===== config.mk =====
export PLATFORM = sky130hd
export DESIGN_NAME = register_file_mp
export DESIGN_NICKNAME = d
export VERILOG_FILES = /design/src/rtl/rf_pkg.sv /design/src/rtl/rf_scoreboard.sv /design/src/rtl/register_file_mp.sv
export SDC_FILE = /design/constraint.sdc
export NUM_CORES = 2
export LEC_CHECK = 0
export CAP_MARGIN = 15
export CORE_ASPECT_RATIO = 1.5
export CORE_UTILIZATION = 61
export CTS_BUF_LIST = sky130_fd_sc_hd__clkbuf_16
export CTS_CLUSTER_DIAMETER = 60
export DETAILED_ROUTE_END_ITERATION = 10
export HOLD_SLACK_MARGIN = 0.02
export PLACE_DENSITY_LB_ADDON = 0.08
export REMOVE_ABC_BUFFERS = 1
export SYNTH_ARGS = -nofsm -noshare
export SYNTH_HDL_FRONTEND = slang
export SYNTH_SLANG_ARGS = --single-unit

===== constraint.sdc =====
create_clock -name clk -period 45.8 [get_ports clk]
set_input_delay 9.16 -clock clk [delete_from_list [all_inputs] [get_ports clk]]
set_output_delay 9.16 -clock clk [all_outputs]
set_load 0.02 [all_outputs]

===== src/rtl/rf_pkg.sv =====
// Shared types and default sizing for the multi-ported register file.
package rf_pkg;

    localparam int unsigned DEFAULT_DATA_WIDTH = 32;
    localparam int unsigned DEFAULT_ADDR_WIDTH = 5;
    localparam int unsigned DEFAULT_NUM_READ   = 2;

    typedef enum logic [1:0] {
        StIdle,
        StClear,
        StDone
    } rf_state_e;

endpackage


===== src/rtl/rf_scoreboard.sv =====
// Per-register pending bits: set by reservations, cleared by committed writes or a bulk clear.
module rf_scoreboard
    import rf_pkg::*;
#(
    parameter int unsigned ADDR_WIDTH = DEFAULT_ADDR_WIDTH,
    parameter int unsigned NUM_READ   = DEFAULT_NUM_READ
) (
    input  logic                           clk,
    input  logic                           reset,
    input  logic                           set_en,
    input  logic [ADDR_WIDTH-1:0]          set_addr,
    input  logic                           clr_en,
    input  logic [ADDR_WIDTH-1:0]          clr_addr,
    input  logic                           clear_all,
    input  logic [NUM_READ*ADDR_WIDTH-1:0] read_addr,
    output logic [NUM_READ-1:0]            pending
);

    localparam int unsigned DEPTH = 2 ** ADDR_WIDTH;

    logic [DEPTH-1:0] pend_q;
    logic [DEPTH-1:0] pend_d;

    // Set is applied after clear so a same-edge reserve wins over the write.
    always_comb begin
        pend_d = pend_q;
        if (clr_en) begin
            pend_d[clr_addr] = 1'b0;
        end
        if (set_en) begin
            pend_d[set_addr] = 1'b1;
        end
        pend_d[0] = 1'b0;
        if (clear_all) begin
            pend_d = '0;
        end
    end

    always_ff @(posedge clk or posedge reset) begin
        if (reset) begin
            pend_q <= '0;
        end else begin
            pend_q <= pend_d;
        end
    end

    always_comb begin
        pending = '0;
        for (int k = 0; k < NUM_READ; k++) begin
            pending[k] = pend_q[read_addr[k*ADDR_WIDTH +: ADDR_WIDTH]];
        end
    end

endmodule


===== src/rtl/register_file_mp.sv =====
// Multi-read-port register file with write bypass, reservation scoreboard and
// a sequential bulk-clear engine that zeroes one register per cycle.
module register_file_mp
    import rf_pkg::*;
#(
    parameter int unsigned DATA_WIDTH = DEFAULT_DATA_WIDTH,
    parameter int unsigned ADDR_WIDTH = DEFAULT_ADDR_WIDTH,
    parameter int unsigned NUM_READ   = DEFAULT_NUM_READ
) (
    input  logic                           clk,
    input  logic                           reset,
    input  logic                           read_enable,
    input  logic [NUM_READ*ADDR_WIDTH-1:0] read_addr,
    output logic [NUM_READ*DATA_WIDTH-1:0] data_out,
    output logic [NUM_READ-1:0]            pending,
    input  logic                           write_enable,
    input  logic [ADDR_WIDTH-1:0]          write_addr,
    input  logic [DATA_WIDTH-1:0]          write_data,
    input  logic                           reserve_valid,
    input  logic [ADDR_WIDTH-1:0]          reserve_addr,
    input  logic                           clear_req,
    output logic                           clear_busy,
    output logic                           clear_done
);

    localparam int unsigned DEPTH = 2 ** ADDR_WIDTH;
    localparam logic [ADDR_WIDTH-1:0] LAST_IDX = ADDR_WIDTH'(DEPTH - 1);

    rf_state_e             state;
    logic [ADDR_WIDTH-1:0] clear_idx;
    logic [DATA_WIDTH-1:0] regs [DEPTH];
    logic [ADDR_WIDTH-1:0] rd_addr;

    logic idle;
    logic wr_commit;
    logic rsv_commit;
    logic clear_start;

    // Qualifying with reset keeps the bypass path quiet on an edge that ignores the write.
    assign idle        = (state == StIdle);
    assign wr_commit   = idle && !reset && write_enable && (write_addr != '0);
    assign rsv_commit  = idle && !reset && reserve_valid && (reserve_addr != '0);
    assign clear_start = idle && !reset && clear_req;

    always_ff @(posedge clk or posedge reset) begin
        if (reset) begin
            state      <= StIdle;
            clear_idx  <= '0;
            clear_busy <= 1'b0;
            clear_done <= 1'b0;
        end else begin
            unique case (state)
                StIdle: begin
                    if (clear_req) begin
                        state      <= StClear;
                        clear_idx  <= ADDR_WIDTH'(1);
                        clear_busy <= 1'b1;
                    end
                end
                StClear: begin
                    if (clear_idx == LAST_IDX) begin
                        state      <= StDone;
                        clear_busy <= 1'b0;
                        clear_done <= 1'b1;
                    end else begin
                        clear_idx <= clear_idx + ADDR_WIDTH'(1);
                    end
                end
                StDone: begin
                    state      <= StIdle;
                    clear_done <= 1'b0;
                end
                default: begin
                    state <= StIdle;
                end
            endcase
        end
    end

    // Register 0 is never written, so it stays at its reset value of zero.
    always_ff @(posedge clk or posedge reset) begin
        if (reset) begin
            for (int unsigned i = 0; i < DEPTH; i++) begin
                regs[i] <= '0;
            end
        end else if (wr_commit) begin
            regs[write_addr] <= write_data;
        end else if (state == StClear) begin
            regs[clear_idx] <= '0;
        end
    end

    always_comb begin
        data_out = '0;
        rd_addr  = '0;
        for (int k = 0; k < NUM_READ; k++) begin
            rd_addr = read_addr[k*ADDR_WIDTH +: ADDR_WIDTH];
            if (read_enable && (rd_addr != '0)) begin
                if (wr_commit && (write_addr == rd_addr)) begin
                    data_out[k*DATA_WIDTH +: DATA_WIDTH] = write_data;
                end else begin
                    data_out[k*DATA_WIDTH +: DATA_WIDTH] = regs[rd_addr];
                end
            end
        end
    end

    rf_scoreboard #(
        .ADDR_WIDTH (ADDR_WIDTH),
        .NUM_READ   (NUM_READ)
    ) u_scoreboard (
        .clk       (clk),
        .reset     (reset),
        .set_en    (rsv_commit),
        .set_addr  (reserve_addr),
        .clr_en    (wr_commit),
        .clr_addr  (write_addr),
        .clear_all (clear_start),
        .read_addr (read_addr),
        .pending   (pending)
    );

endmodule


==> qor.txt <==
status: completed
Reg2Reg Launch Point: state[0]
P per Cell Area: 37.4 mW/mm2
main area contributors after synthesis: dfrtp_1 47%, mux4_2 16%, a22o_1 15%
Slew headroom: 19.3%
Worst Slack Setup Final: 22.85 ns
root buf cell: clkbuf_16
synthesized instance count: 4407
grt ovf: 0
post-layout minimum cycle time: 22.95 ns
Detailed Routing Iterations Pass 1: 8
Synthesis Warnings: 0
Data required, critical path: 36.64 ns
Max clock buf depth: 3
number of global-route vias before repair: 45000
R2R cell count: 6
Hold Crit Depth: 1
Cell Area, Placed: 0.0581 mm2
Detail Route Antenna Nets: 0
critical path endpoint category: output pin
Pint: 1570 uW
ratio of cells with drive above 1 in the final layout: 18.2%
Final #Nets: 4240
Clock Latency Late Sink: 0.72 ns
Detail Placement HPWL: 109 mm
DIE AREA: 0.0933 mm2
std cell rows: 136
Min-Delay Startpoint: regs[315]
fmax: 43.6 MHz
CTS Sinks: 1064
Setup CP Type: in2out
Place WS: 23.11 ns
Final Max Tran Viols: 0
Avg Inst Size Synth: 12.7 um2
vias: 44900
Worst Path Arrival: 13.79 ns
most common library cell in the layout ignoring fill and taps: dfrtp_1
Post-synth ARST share: 100%
Hold Path Sink: regs[315]
H-tree levels: 3
FF-to-FF setup slack: 42.48 ns
critical path peak fanout: 26
Post-synth EDFFs: 0
DRC: 0
Combinational Power Share: 18.6%
r2r endpoint: regs[32]
share of the synthesized area in the top cell type: 47.4%
post-CTS setup buffer count: 0
synth unique cells: 55
Clock transition at path regs: 0.06 ns
worst vdd ir: 0.0338 mV
commonest non-fill, non-tap cells in the layout: 1064 x dfrtp_1, 994 x a22o_1, 394 x mux4_2
Setup crit start kind: input port
Die W: 250 um
Clock Power Share: 36.4%
gpl congestion: 0.917
drt total wl: 203 mm
# IOs: 126
initial antenna violation count: 14
TritonCTS Buffers: 102
final setup TNS: 0 ns
Die Height: 374 um
CTS tree: built
switching share of power: 31.6%
routed len/inst: 37.4 um
Sequential Power Share: 45.0%
Final Cycle Share: 50.1%
Layout area overhead: 9.18%
Post-CTS Hold Fix Bufs: 0
final setup fails: 0
Slew @ Worst Pin: 1.21 ns
PortBufs: 125
Lkg Pwr: 0.0270 uW
GRT Total Usage: 43.7%
RSZ-0062 raised after global routing: no
max-cap check violation count: 0
Main synth FF type: dfrtp_1
sequential-to-total area share from yosys stat: 47.4%
largest net degree at the start of global routing: 182
Hold Crit Class: reg2reg
via density per instance: 8.25
P_sw: 724 uW
iteration-0 DRC count of the detailed router: 6687
mapped cell area: 0.0562 mm2
post-CTS sizing: 0
clock skew: 0.0244 ns
Starting Density: 61.5%
post-layout instance area: 0.0613 mm2
Fillers: 6533
first-pass GRT wire length: 300 mm
flops & latches, synth: 1064
core region area: 0.0914 mm2
cell taking the most area after synthesis: dfrtp_1
Hold Violations, Final: 0
==> flip-flops by register name, summed over array words and instances, names as in the netlist <==
signal and count:
regs 1024, u_scoreboard.pend_q 31, clear_idx 5, state 2, clear_busy 1, clear_done 1
==> power groups by stage <==
stage               logic, uW  clock network (uW)  registers [uW]
floorplan                 206                   0            1030
global placement          409                   0            1040
detailed placement        413                   0            1050
CTS                       415                 836            1030
global route              440                 869            1040
finish                    428                 835            1030
==> kinds of logic after synthesis <==
group | synth area share (%)
compound gates | 23.4
flops | 47.4
mux | 20.6
buf+inv | 4.37
simple gates | 3.98
xor+xnor | 0.156
fa+ha+maj | 0.111
==> worst max-delay path, stage by stage <==
cell and delay [ns]:
clkdlybuf4s50_1 0.82, nor2_1 0.63, a21o_1 0.84, nor3_4 0.12, nor4bb_4 0.80, buf_4 0.39
a221o_1 0.35, clkdlybuf4s50_1 0.66
==> stage by stage <==
stage	util, %	total power (uW)	instances	hold slack, ns
6_report	67.1	2300	5436	0.514
2_1_floorplan	-	1240	3803	0.467
3_3_place_gp	63.6	1450	5245	0.483
4_1_cts	67.1	2280	5433	0.513
5_1_grt	67.1	2350	5434	0.525
3_5_place_dp	63.6	1460	5245	0.488
==> synth_stat cells (all sizes together), types with 6 or more instances <==
| cell type | instances |
|---|---|
| and4 | 12 |
| a22o | 994 |
| nor3 | 8 |
| a221oi | 128 |
| mux4 | 394 |
| a221o | 64 |
| buf | 152 |
| dfrtp | 1064 |
| and3 | 20 |
| and2 | 35 |
| a21o | 8 |
| inv | 13 |
| a31oi | 64 |
| xnor2 | 10 |
| nor2b | 99 |
| o21ai | 103 |
| nand2 | 182 |
| a211oi | 64 |
| o221ai | 6 |
| clkbuf | 452 |
| nor2 | 46 |
| mux2i | 266 |
| a22oi | 64 |
| a21oi | 105 |
==> worst max-delay path by stage <==
stage,from,endpoint
3_5_place_dp,write_addr[3],data_out[44]
4_1_cts,write_addr[3],data_out[44]
6_report,write_addr[3],data_out[36]
3_3_place_gp,read_addr[6],data_out[51]
2_1_floorplan,reset,clear_busy
5_1_grt,write_addr[3],data_out[44]
==> metal layers <==
metal / up-vias / track usage (%) / part of all wire (%) / wire length (um)
met5: - / 0 / 0.089 / 180
met4: 20 / 24.9 / 6.2 / 12600
li1: 17100 / - / - / -
met2: 3707 / 64.4 / 45 / 90800
met1: 23200 / 57.6 / 35 / 71700
met3: 799 / 13.9 / 14 / 28100
==> final cells by class <==
cell class | count | area (um2) | share of cell area [%]
diodes | 2 | 5.00 | 0.00816
clock buffers | 106 | 2650 | 4.32
clock inverters | 82 | 512 | 0.834
inverters | 14 | 67.6 | 0.110
multi-input cells | 2725 | 27600 | 45.0
flip-flops and latches | 1064 | 26600 | 43.4
well taps | 1173 | 1470 | 2.39
repair buffers | 270 | 2410 | 3.94
Note: power is estimated with default switching activity, not from simulation.
